`config.mk`:
```
export PLATFORM = sky130hd
export DESIGN_NAME = gridcell_stencil_reg
export DESIGN_NICKNAME = d
export VERILOG_FILES = /design/src/rtl/gridcell_pkg.sv /design/src/rtl/gridcell_stencil_alu.sv /design/src/rtl/gridcell_stencil_reg.sv
export SDC_FILE = /design/constraint.sdc
export NUM_CORES = 1
export LEC_CHECK = 0
export ABC_AREA = 1
export BUFFER_PORTS_ARGS = -buffer_cell sky130_fd_sc_hd__buf_4
export CAP_MARGIN = 10
export CORE_MARGIN = 2
export CORE_UTILIZATION = 40
export CTS_CLUSTER_DIAMETER = 80
export DETAILED_ROUTE_END_ITERATION = 10
export PLACE_DENSITY = 0.71
export SYNTH_ARGS = -nofsm -noshare
export SYNTH_HDL_FRONTEND = slang
export SYNTH_SLANG_ARGS = --single-unit
```
`constraint.sdc`:
```
create_clock -name Clk -period 2.8 [get_ports Clk]
set_clock_uncertainty 0.2 [all_clocks]
set_input_delay 0.14 -clock Clk [delete_from_list [all_inputs] [get_ports Clk]]
set_output_delay 0.14 -clock Clk [all_outputs]
set_load 0.02 [all_outputs]
```
`src/rtl/gridcell_pkg.sv`:
```
// Shared types and helpers for the grid-cell stencil register.
// Holds the FSM state enum, the neighbour index map and the clamp helper
// that the ALU uses when GRIDCELL_SAT_EN is defined.
package gridcell_pkg;

    // Update sequencer states
    typedef enum logic [1:0] {
        IDLE  = 2'd0,
        SUM   = 2'd1,
        APPLY = 2'd2
    } gc_state_e;

    // Neighbour slots in the packed neighbour array
    localparam int unsigned NBR_XP  = 0;  // +x (IN10)
    localparam int unsigned NBR_XN  = 1;  // -x (INNEG10)
    localparam int unsigned NBR_YP  = 2;  // +y (IN01)
    localparam int unsigned NBR_YN  = 3;  // -y (IN0NEG1)
    localparam int unsigned NUM_NBR = 4;

    // Clamp a signed value into the range of a signed word of 'width' bits
    function automatic int sat_resize(input int value, input int unsigned width);
        int hi;
        int lo;
        hi = (1 <<< (width - 1)) - 1;
        lo = -hi - 1;
        if (value > hi) begin
            return hi;
        end else if (value < lo) begin
            return lo;
        end
        return value;
    endfunction

endpackage

```
`src/rtl/gridcell_stencil_alu.sv`:
```
// Combinational diffusion update: lap = sum - 4*cur, delta = lap >>> ALPHA_SHIFT,
// next = cur + delta, reduced to WIDTH bits.
// Build option GRIDCELL_SAT_EN: clamp next to the signed WIDTH range;
// without it next simply wraps (two's complement truncation).
module gridcell_stencil_alu
    import gridcell_pkg::*;
#(
    parameter int unsigned WIDTH       = 8,
    parameter int unsigned ALPHA_SHIFT = 2
) (
    input  logic signed [WIDTH+1:0] sum,
    input  logic signed [WIDTH-1:0] cur,
    output logic signed [WIDTH-1:0] next
);

    // WIDTH+3 bits covers sum - 4*cur and cur + delta without overflow
    logic signed [WIDTH+2:0] sum_w;
    logic signed [WIDTH+2:0] cur_w;
    logic signed [WIDTH+2:0] lap;
    logic signed [WIDTH+2:0] delta;
    logic signed [WIDTH+2:0] next_w;

    // Widen operands, form the Laplacian and the scaled step
    always_comb begin
        sum_w  = (WIDTH + 3)'(sum);
        cur_w  = (WIDTH + 3)'(cur);
        lap    = sum_w - (cur_w <<< 2);
        // Arithmetic shift floors toward minus infinity
        delta  = lap >>> ALPHA_SHIFT;
        next_w = cur_w + delta;
    end

    // Reduce the wide result back to the cell width
    always_comb begin
`ifdef GRIDCELL_SAT_EN
        next = WIDTH'(sat_resize(int'(next_w), WIDTH));
`else
        next = next_w[WIDTH-1:0];
`endif
    end

endmodule

```
`src/rtl/gridcell_stencil_reg.sv`:
```
// Grid-cell register with history and a pipelined diffusion update.
// A Step in IDLE registers the neighbour sum (SUM), then the ALU result is
// committed at the end of APPLY. Load overrides everything and aborts any
// update in flight. Build option GRIDCELL_SAT_EN (applied inside
// gridcell_stencil_alu) selects saturating instead of wrapping results.
module gridcell_stencil_reg
    import gridcell_pkg::*;
#(
    parameter int unsigned WIDTH       = 8,
    parameter int unsigned DEPTH       = 2,
    parameter int unsigned ALPHA_SHIFT = 2,
    parameter int unsigned CNT_W       = 8
) (
    input  logic                    Clk,
    input  logic                    Reset_n,
    input  logic                    Load,
    input  logic signed [WIDTH-1:0] VAL,
    input  logic                    Step,
    input  logic                    Pin,
    input  logic signed [WIDTH-1:0] IN10,
    input  logic signed [WIDTH-1:0] INNEG10,
    input  logic signed [WIDTH-1:0] IN01,
    input  logic signed [WIDTH-1:0] IN0NEG1,
    output logic signed [WIDTH-1:0] NEW_VAL,
    output logic signed [WIDTH-1:0] OLD_VAL,
    output logic                    Busy,
    output logic                    Valid,
    output logic [CNT_W-1:0]        StepCount
);

    gc_state_e state_q;
    gc_state_e state_d;
    logic      accept;
    logic      commit;

    logic signed [WIDTH-1:0] nbr [NUM_NBR];
    logic signed [WIDTH+1:0] sum_d;
    logic signed [WIDTH+1:0] sum_q;
    logic signed [WIDTH-1:0] cur_q;
    logic signed [WIDTH-1:0] alu_next;
    logic signed [WIDTH-1:0] commit_val;

    logic signed [WIDTH-1:0] hist_q [DEPTH];
    logic [CNT_W-1:0]        cnt_q;
    logic                    valid_q;

    assign nbr[NBR_XP] = IN10;
    assign nbr[NBR_XN] = INNEG10;
    assign nbr[NBR_YP] = IN01;
    assign nbr[NBR_YN] = IN0NEG1;

    // State register
    always_ff @(posedge Clk or negedge Reset_n) begin
        if (!Reset_n) begin
            state_q <= IDLE;
        end else begin
            state_q <= state_d;
        end
    end

    // Next state and per-cycle controls; Load wins over any Step or commit
    always_comb begin
        state_d = state_q;
        accept  = 1'b0;
        commit  = 1'b0;
        if (Load) begin
            state_d = IDLE;
        end else begin
            unique case (state_q)
                IDLE: begin
                    if (Step) begin
                        accept  = 1'b1;
                        state_d = SUM;
                    end
                end
                SUM: begin
                    state_d = APPLY;
                end
                APPLY: begin
                    commit  = 1'b1;
                    state_d = IDLE;
                end
                default: begin
                    state_d = IDLE;
                end
            endcase
        end
    end

    // Sum of the four sign-extended neighbours, WIDTH+2 bits cannot overflow
    always_comb begin
        sum_d = '0;
        for (int unsigned i = 0; i < NUM_NBR; i++) begin
            sum_d = sum_d + (WIDTH + 2)'(nbr[i]);
        end
    end

    // First pipeline stage: capture neighbour sum and current value in SUM
    always_ff @(posedge Clk or negedge Reset_n) begin
        if (!Reset_n) begin
            sum_q <= '0;
            cur_q <= '0;
        end else if (state_q == SUM) begin
            sum_q <= sum_d;
            cur_q <= hist_q[0];
        end
    end

    gridcell_stencil_alu #(
        .WIDTH       (WIDTH),
        .ALPHA_SHIFT (ALPHA_SHIFT)
    ) u_alu (
        .sum  (sum_q),
        .cur  (cur_q),
        .next (alu_next)
    );

    // A pinned cell re-commits its own value so the history still advances
    assign commit_val = Pin ? cur_q : alu_next;

    // History chain: parallel load, or shift on commit
    always_ff @(posedge Clk or negedge Reset_n) begin
        if (!Reset_n) begin
            for (int unsigned i = 0; i < DEPTH; i++) begin
                hist_q[i] <= '0;
            end
        end else if (Load) begin
            for (int unsigned i = 0; i < DEPTH; i++) begin
                hist_q[i] <= VAL;
            end
        end else if (commit) begin
            for (int unsigned i = 1; i < DEPTH; i++) begin
                hist_q[i] <= hist_q[i-1];
            end
            hist_q[0] <= commit_val;
        end
    end

    // Committed-update counter, wraps naturally at 2^CNT_W
    always_ff @(posedge Clk or negedge Reset_n) begin
        if (!Reset_n) begin
            cnt_q <= '0;
        end else if (Load) begin
            cnt_q <= '0;
        end else if (commit) begin
            cnt_q <= cnt_q + CNT_W'(1);
        end
    end

    // One-cycle commit pulse
    always_ff @(posedge Clk or negedge Reset_n) begin
        if (!Reset_n) begin
            valid_q <= 1'b0;
        end else begin
            valid_q <= commit;
        end
    end

    assign NEW_VAL   = hist_q[0];
    assign OLD_VAL   = hist_q[DEPTH-1];
    assign Busy      = (state_q != IDLE);
    assign Valid     = valid_q;
    assign StepCount = cnt_q;

    // accept is kept for readability of the IDLE branch
    logic unused_accept;
    assign unused_accept = accept;

endmodule

```
# Word-level counts from Yosys, hierarchy flattened
# Index checks and enable logic that the tools add are counted.
[word_totals]
reg_bits = 45
inputBits = 45
output_inout_bits = 26
word_cells = 29
[op_classes]
n_addsub = 6
n_eq_ne = 3
muxes = 10
reduce_logical = 3
[ops]
columns = ["operator", "n"]
rows = [
  ["16-bit 2-to-1 mux", 2],
  ["8-bit 2-to-1 mux", 3],
  ["10-bit by 8-bit adder with 10-bit output", 1],
  ["9-bit by 8-bit adder with 10-bit output", 1],
  ["10-bit subtractor", 1],
  ["8-bit by 8-bit adder with 9-bit output", 1],
  ["8-bit by 1-bit adder with 8-bit output (second input constant)", 1],
  ["8-bit adder", 1],
  ["2-bit 2-to-1 mux", 2],
  ["2-bit one-hot mux with 2 select lines", 1],
  ["2-bit nonzero test", 2],
  ["3-bit inequality test (second input constant)", 1],
  ["2-bit by 1-bit equality test with 1-bit output (second input constant)", 1],
  ["2-bit equality test (second input constant)", 1],
  ["2-bit logical NOT", 1],
  ["1-bit 2-to-1 mux", 2],
]

# Longest topological paths before layout
[depth]
ltp_word = 5
mapped_depth = 20
depth_no_buf = 20

# Cells and area by module
# Synthesis repeated with hierarchy kept, for this count alone.
[unflattened]
cells_unflattened = 429
hier_area_um2 = 3319.4
[modules_own_cells]
columns = ["module", "instances", "cells_each", "area_each_um2", "seq_area_each_um2"]
rows = [
  ["gridcell_stencil_reg", 1, 336, 2738.9, 1126.1],
  ["gridcell_stencil_alu", 1, 93, 580.6, 0.0],
]

# Least setup slack after synthesis
# No wires, ideal clock.
[synth_path]
kind = "register to register"
start = "register sum_q[2]"
end = "register hist_q (netlist bit NEW_VAL[7])"
setup_ps = 116
arrival_ps = 2336
t_required_ps = 2484
path_slack_ps = 148
path_stages_with_launch = 21
path_buffers = 0
period_less_slack_ps = 2652
path_cell_list = "dfrtp_1 > inv_1 > nand2_1 > fa_1 > nand3_1 > nand2_1 > nand2_1 > nand2_1 > a21oi_1 > xnor2_1 > ha_1 > nand2_1 > inv_1 > nand2_1 > nand2_1 > a21oi_1 > inv_1 > nand2_1 > nand3_1 > nand2_1 > nand2_1"
[synth_via]
elab_chain_len = 5
[synth_rtl]
columns = ["item", "line", "source"]
rows = [
  ["start: declaration", "gridcell_stencil_reg.sv:38", "logic signed [WIDTH+1:0] sum_q;"],
  ["start signal: assignment", "gridcell_stencil_reg.sv:104", "sum_q <= sum_d;"],
  ["10-bit subtractor", "gridcell_stencil_alu.sv:27", "lap = sum_w - (cur_w <<< 2);"],
  ["8-bit adder", "gridcell_stencil_alu.sv:30", "next_w = cur_w + delta;"],
  ["8-bit 2-to-1 mux", "gridcell_stencil_reg.sv:119", "assign commit_val = Pin ? cur_q : alu_next;"],
  ["16-bit 2-to-1 mux", "gridcell_stencil_reg.sv:131", "end else if (commit) begin"],
  ["16-bit 2-to-1 mux", "gridcell_stencil_reg.sv:127", "end else if (Load) begin"],
  ["end signal: indexed assignment", "gridcell_stencil_reg.sv:133", "hist_q[i] <= hist_q[i-1];"],
  ["end: declaration", "gridcell_stencil_reg.sv:43", "logic signed [WIDTH-1:0] hist_q [DEPTH];"],
]
# Every way passes these cells. The select of a mux whose other input is x is not followed.
# A chain may end at the register's enable or synchronous reset.

# Final worst setup path
# Ends and elaborated chain as after synthesis.

==> impl_metrics.ini <==
[outcome]
status = complete, but fails checks
violations = hold timing

[placed_design]
post_dp_cell_area_mm2 = 0.00396
gp_congestion = 0.939
hpwl_mm = 5.50
place_ws_ns = -0.0265
dp.cells = 591
port_buffers = 70

[sta]
layout_min_cycle_time_ns = 2.70
setup_viol = 0
hold_ws_ns = -0.00654
tns_ns = 0
slew_viol_final = 0
worst_slack_ns = 0.104
fmax_mhz = 371
min_period_over_period_pct = 96.3
rsz0062_at_grt = true
maxSlewHeadroom_pct = 64.4
worst_pin_slew_ns = 0.534
final-hold-violation-count = 1

[pwr]
internal-power_mw = 2.08
p_comb_share_pct = 61.4
leakagePower_nw = 2.30
power_density_mw_per_mm2 = 855
p_sw_mw = 1.58
switching_share_pct = 43.1
power_frac_seq_pct = 22.7
power.share.clock_pct = 15.9
peakVddDrop_v = 0.000363

[finish]
fill_cells = 777
final_common_cell = nand2_1
nNetsFinal = 592
area_growth_pct = 30.0
layout_common_cells = nand2_1 (90), inv_1 (88), buf_4 (81), dfrtp_1 (43), nor2_1 (23)
num_antenna_cells = 0
final_layout_size_suffix_gt1_share_pct = 23.2
instances_no_fill = 613
stdcell_area_mm2 = 0.00428

[detailed_routing]
drt_wl_total_mm = 7.23
detail-route-antenna-nets = 0
vias = 2886
drt_pass1_iterations = 4
drt_iter0_drc = 105
drc_errors = 0
drt-vias-per-instance = 4.71
routedWlPerCell_um = 11.8

[die]
die_w_um = 94.8
dieArea_mm2 = 0.00898
initial_utilization_pct = 40.7
fp-row-count = 33
die_h_um = 94.8
core_area_mm2 = 0.00809
io_pins = 71

[global_route]
grt_pass1_vias = 2868
grt_max_degree = 44
overflow = 0
grt_use_total_pct = 17.1
grt_pass1_wl_mm = 12.4
antenna_found_initial = 0

[clock_tree]
cts_buffers = 5
cts_max_level = 2
cts_tree = built
path_clk_slew_ns = 0.08
cts_root_buffer = clkbuf_8
clock-sinks = 43
clock_latency_ns = 0.31
clockBufferDepth = 2

[critical_path]
endpoint_kind = register
r2r-start = sum_q[2]
critPathKind = reg2reg
arrival_ns = 2.70
crit_chain = inv_2 -> nand2_2 -> fa_2 -> nand3_2 -> nand2_2 -> buf_4 -> xnor2_1 -> inv_1 -> ha_1 -> nand2_1 -> nand2_1 -> nand2_1 -> nand2_1 -> a21oi_2 -> inv_1 -> nand2_1 -> nand3_1 -> nand2_1 -> nand2_1
cpMostUsedCell = nand2_1
crit_path_start_kind = register
critPathMaxFanout = 4
critPathMaxStageDelay_ns = 0.40
worstPathRequired_ns = 2.80
crit_slowest_cell = fa_2
worstSetupStartpoint = sum_q[2]

[synthesis]
ys_seq_area_share_pct = 32.6
ys_seq_elements = 43
synth_cell_types = 32
yosys_warnings = 0
netlist_area_mm2 = 0.00330
synth-async-reset-ratio_pct = 100
synth-main-ff-cell = dfrtp_1
synth_edf_count = 0
synth_area_leaders = dfrtp_1 (33%), fa_1 (12%), nand2_1 (11%)
avgSynthCellArea_um2 = 7.92
synth_top_cell_by_area = dfrtp_1
synth_fp_nets = 501
netlist_instances = 416
synth_top_area_share_pct = 32.6

[min_path]
hp-class = in2reg
min_from = Pin

[flow_run]
drv_cap = 0
==> metrics by stage <==
step           util (%)  power (mW)
2_1_floorplan         -        2.36
3_3_place_gp       49.0        2.80
3_5_place_dp       49.0        2.88
4_1_cts            52.0        3.50
5_1_grt            52.9        4.04
6_report           52.9        3.66
==> timing repair <==
| item | CTS | global route |
|---|---|---|
| hold buffers | 11 | 0 |
| setup endpoints to repair | 0 | 5 |
| setup buffers | 0 | 3 |
| gates resized for setup | 0 | 18 |
| endpoints found under the hold margin | 64 | 0 |
==> per-layer routing <==
metal | routed length (um) | global-route usage (%) | vias up
li1 | - | - | 1475
met1 | 3210 | 20.6 | 1314
met4 | 72 | 3.99 | 0
met5 | 0 | 0 | -
met3 | 376 | 2.15 | 6
met2 | 3570 | 32.2 | 91
==> cell families after synthesis <==
logic type,share of synthesized area [%]
and+or+nand+nor,20.1
buffers and inverters,12.3
AOI/OAI and AO/OA,11.7
DFF,32.6
adders and majority gates,19.5
xor gates and xnor gates,3.72
==> registers in the layout, summed over array words and instances, names as in the netlist <==
signal,flops
sum_q,8
StepCount,8
NEW_VAL,8
OLD_VAL,8
state_q,2
Valid,1
cur_q,8
==> power by group through the flow <==
| stage | sequential, mW | combinational, mW | clock, mW |
|---|---|---|---|
| final | 0.831 | 2.25 | 0.583 |
| after global placement | 0.829 | 1.97 | 0 |
| after CTS | 0.824 | 2.08 | 0.586 |
| after global routing | 0.843 | 2.58 | 0.619 |
| after floorplan | 0.860 | 1.50 | 0 |
| after detailed placement | 0.834 | 2.05 | 0 |
==> worst paths after layout <==
kind / endpoint / slack, ns / depth (start not counted)
max: NEW_VAL[7] / 0.10 / 19
min reg2reg: sum_q[8] / 0.31 / 2
min: NEW_VAL[7] / -0.007 / 4
min in group asynchronous: StepCount[6] / 0.15 / 2
max in group asynchronous: sum_q[3] / 1.88 / 2
max reg2reg: NEW_VAL[7] / 0.10 / 19
==> final cells by class <==
cell class | instances | area, um^2 | area share, %
Multi-Input combinational cell | 270 | 1870 | 43.6
Sequential cell | 43 | 1080 | 25.1
Timing Repair Buffer | 92 | 718 | 16.8
Inverter | 95 | 357 | 8.33
Tap cell | 105 | 131 | 3.07
Clock buffer | 6 | 72.6 | 1.69
Clock inverter | 2 | 60.1 | 1.40
==> Yosys cell counts, types with 7 or more instances <==
cell type / count
nand2_1: 95
inv_1: 90
dfrtp_1: 43
nor2_1: 23
a21oi_1: 22
ha_1: 21
o21ai_0: 20
fa_1: 19
nand3_1: 15
a31oi_1: 11
xnor2_1: 7
xor2_1: 7
==> critical path, delay by kind of cell, from the launching register on <==
family | cells | cell delay, ns
flops | 1 | 0.39
buf+inv | 4 | 0.31
simple gates | 11 | 0.73
xor+xnor | 1 | 0.12
compound gates | 1 | 0.12
fa+ha+maj | 2 | 0.73
Power figures use the tool's default switching activity.
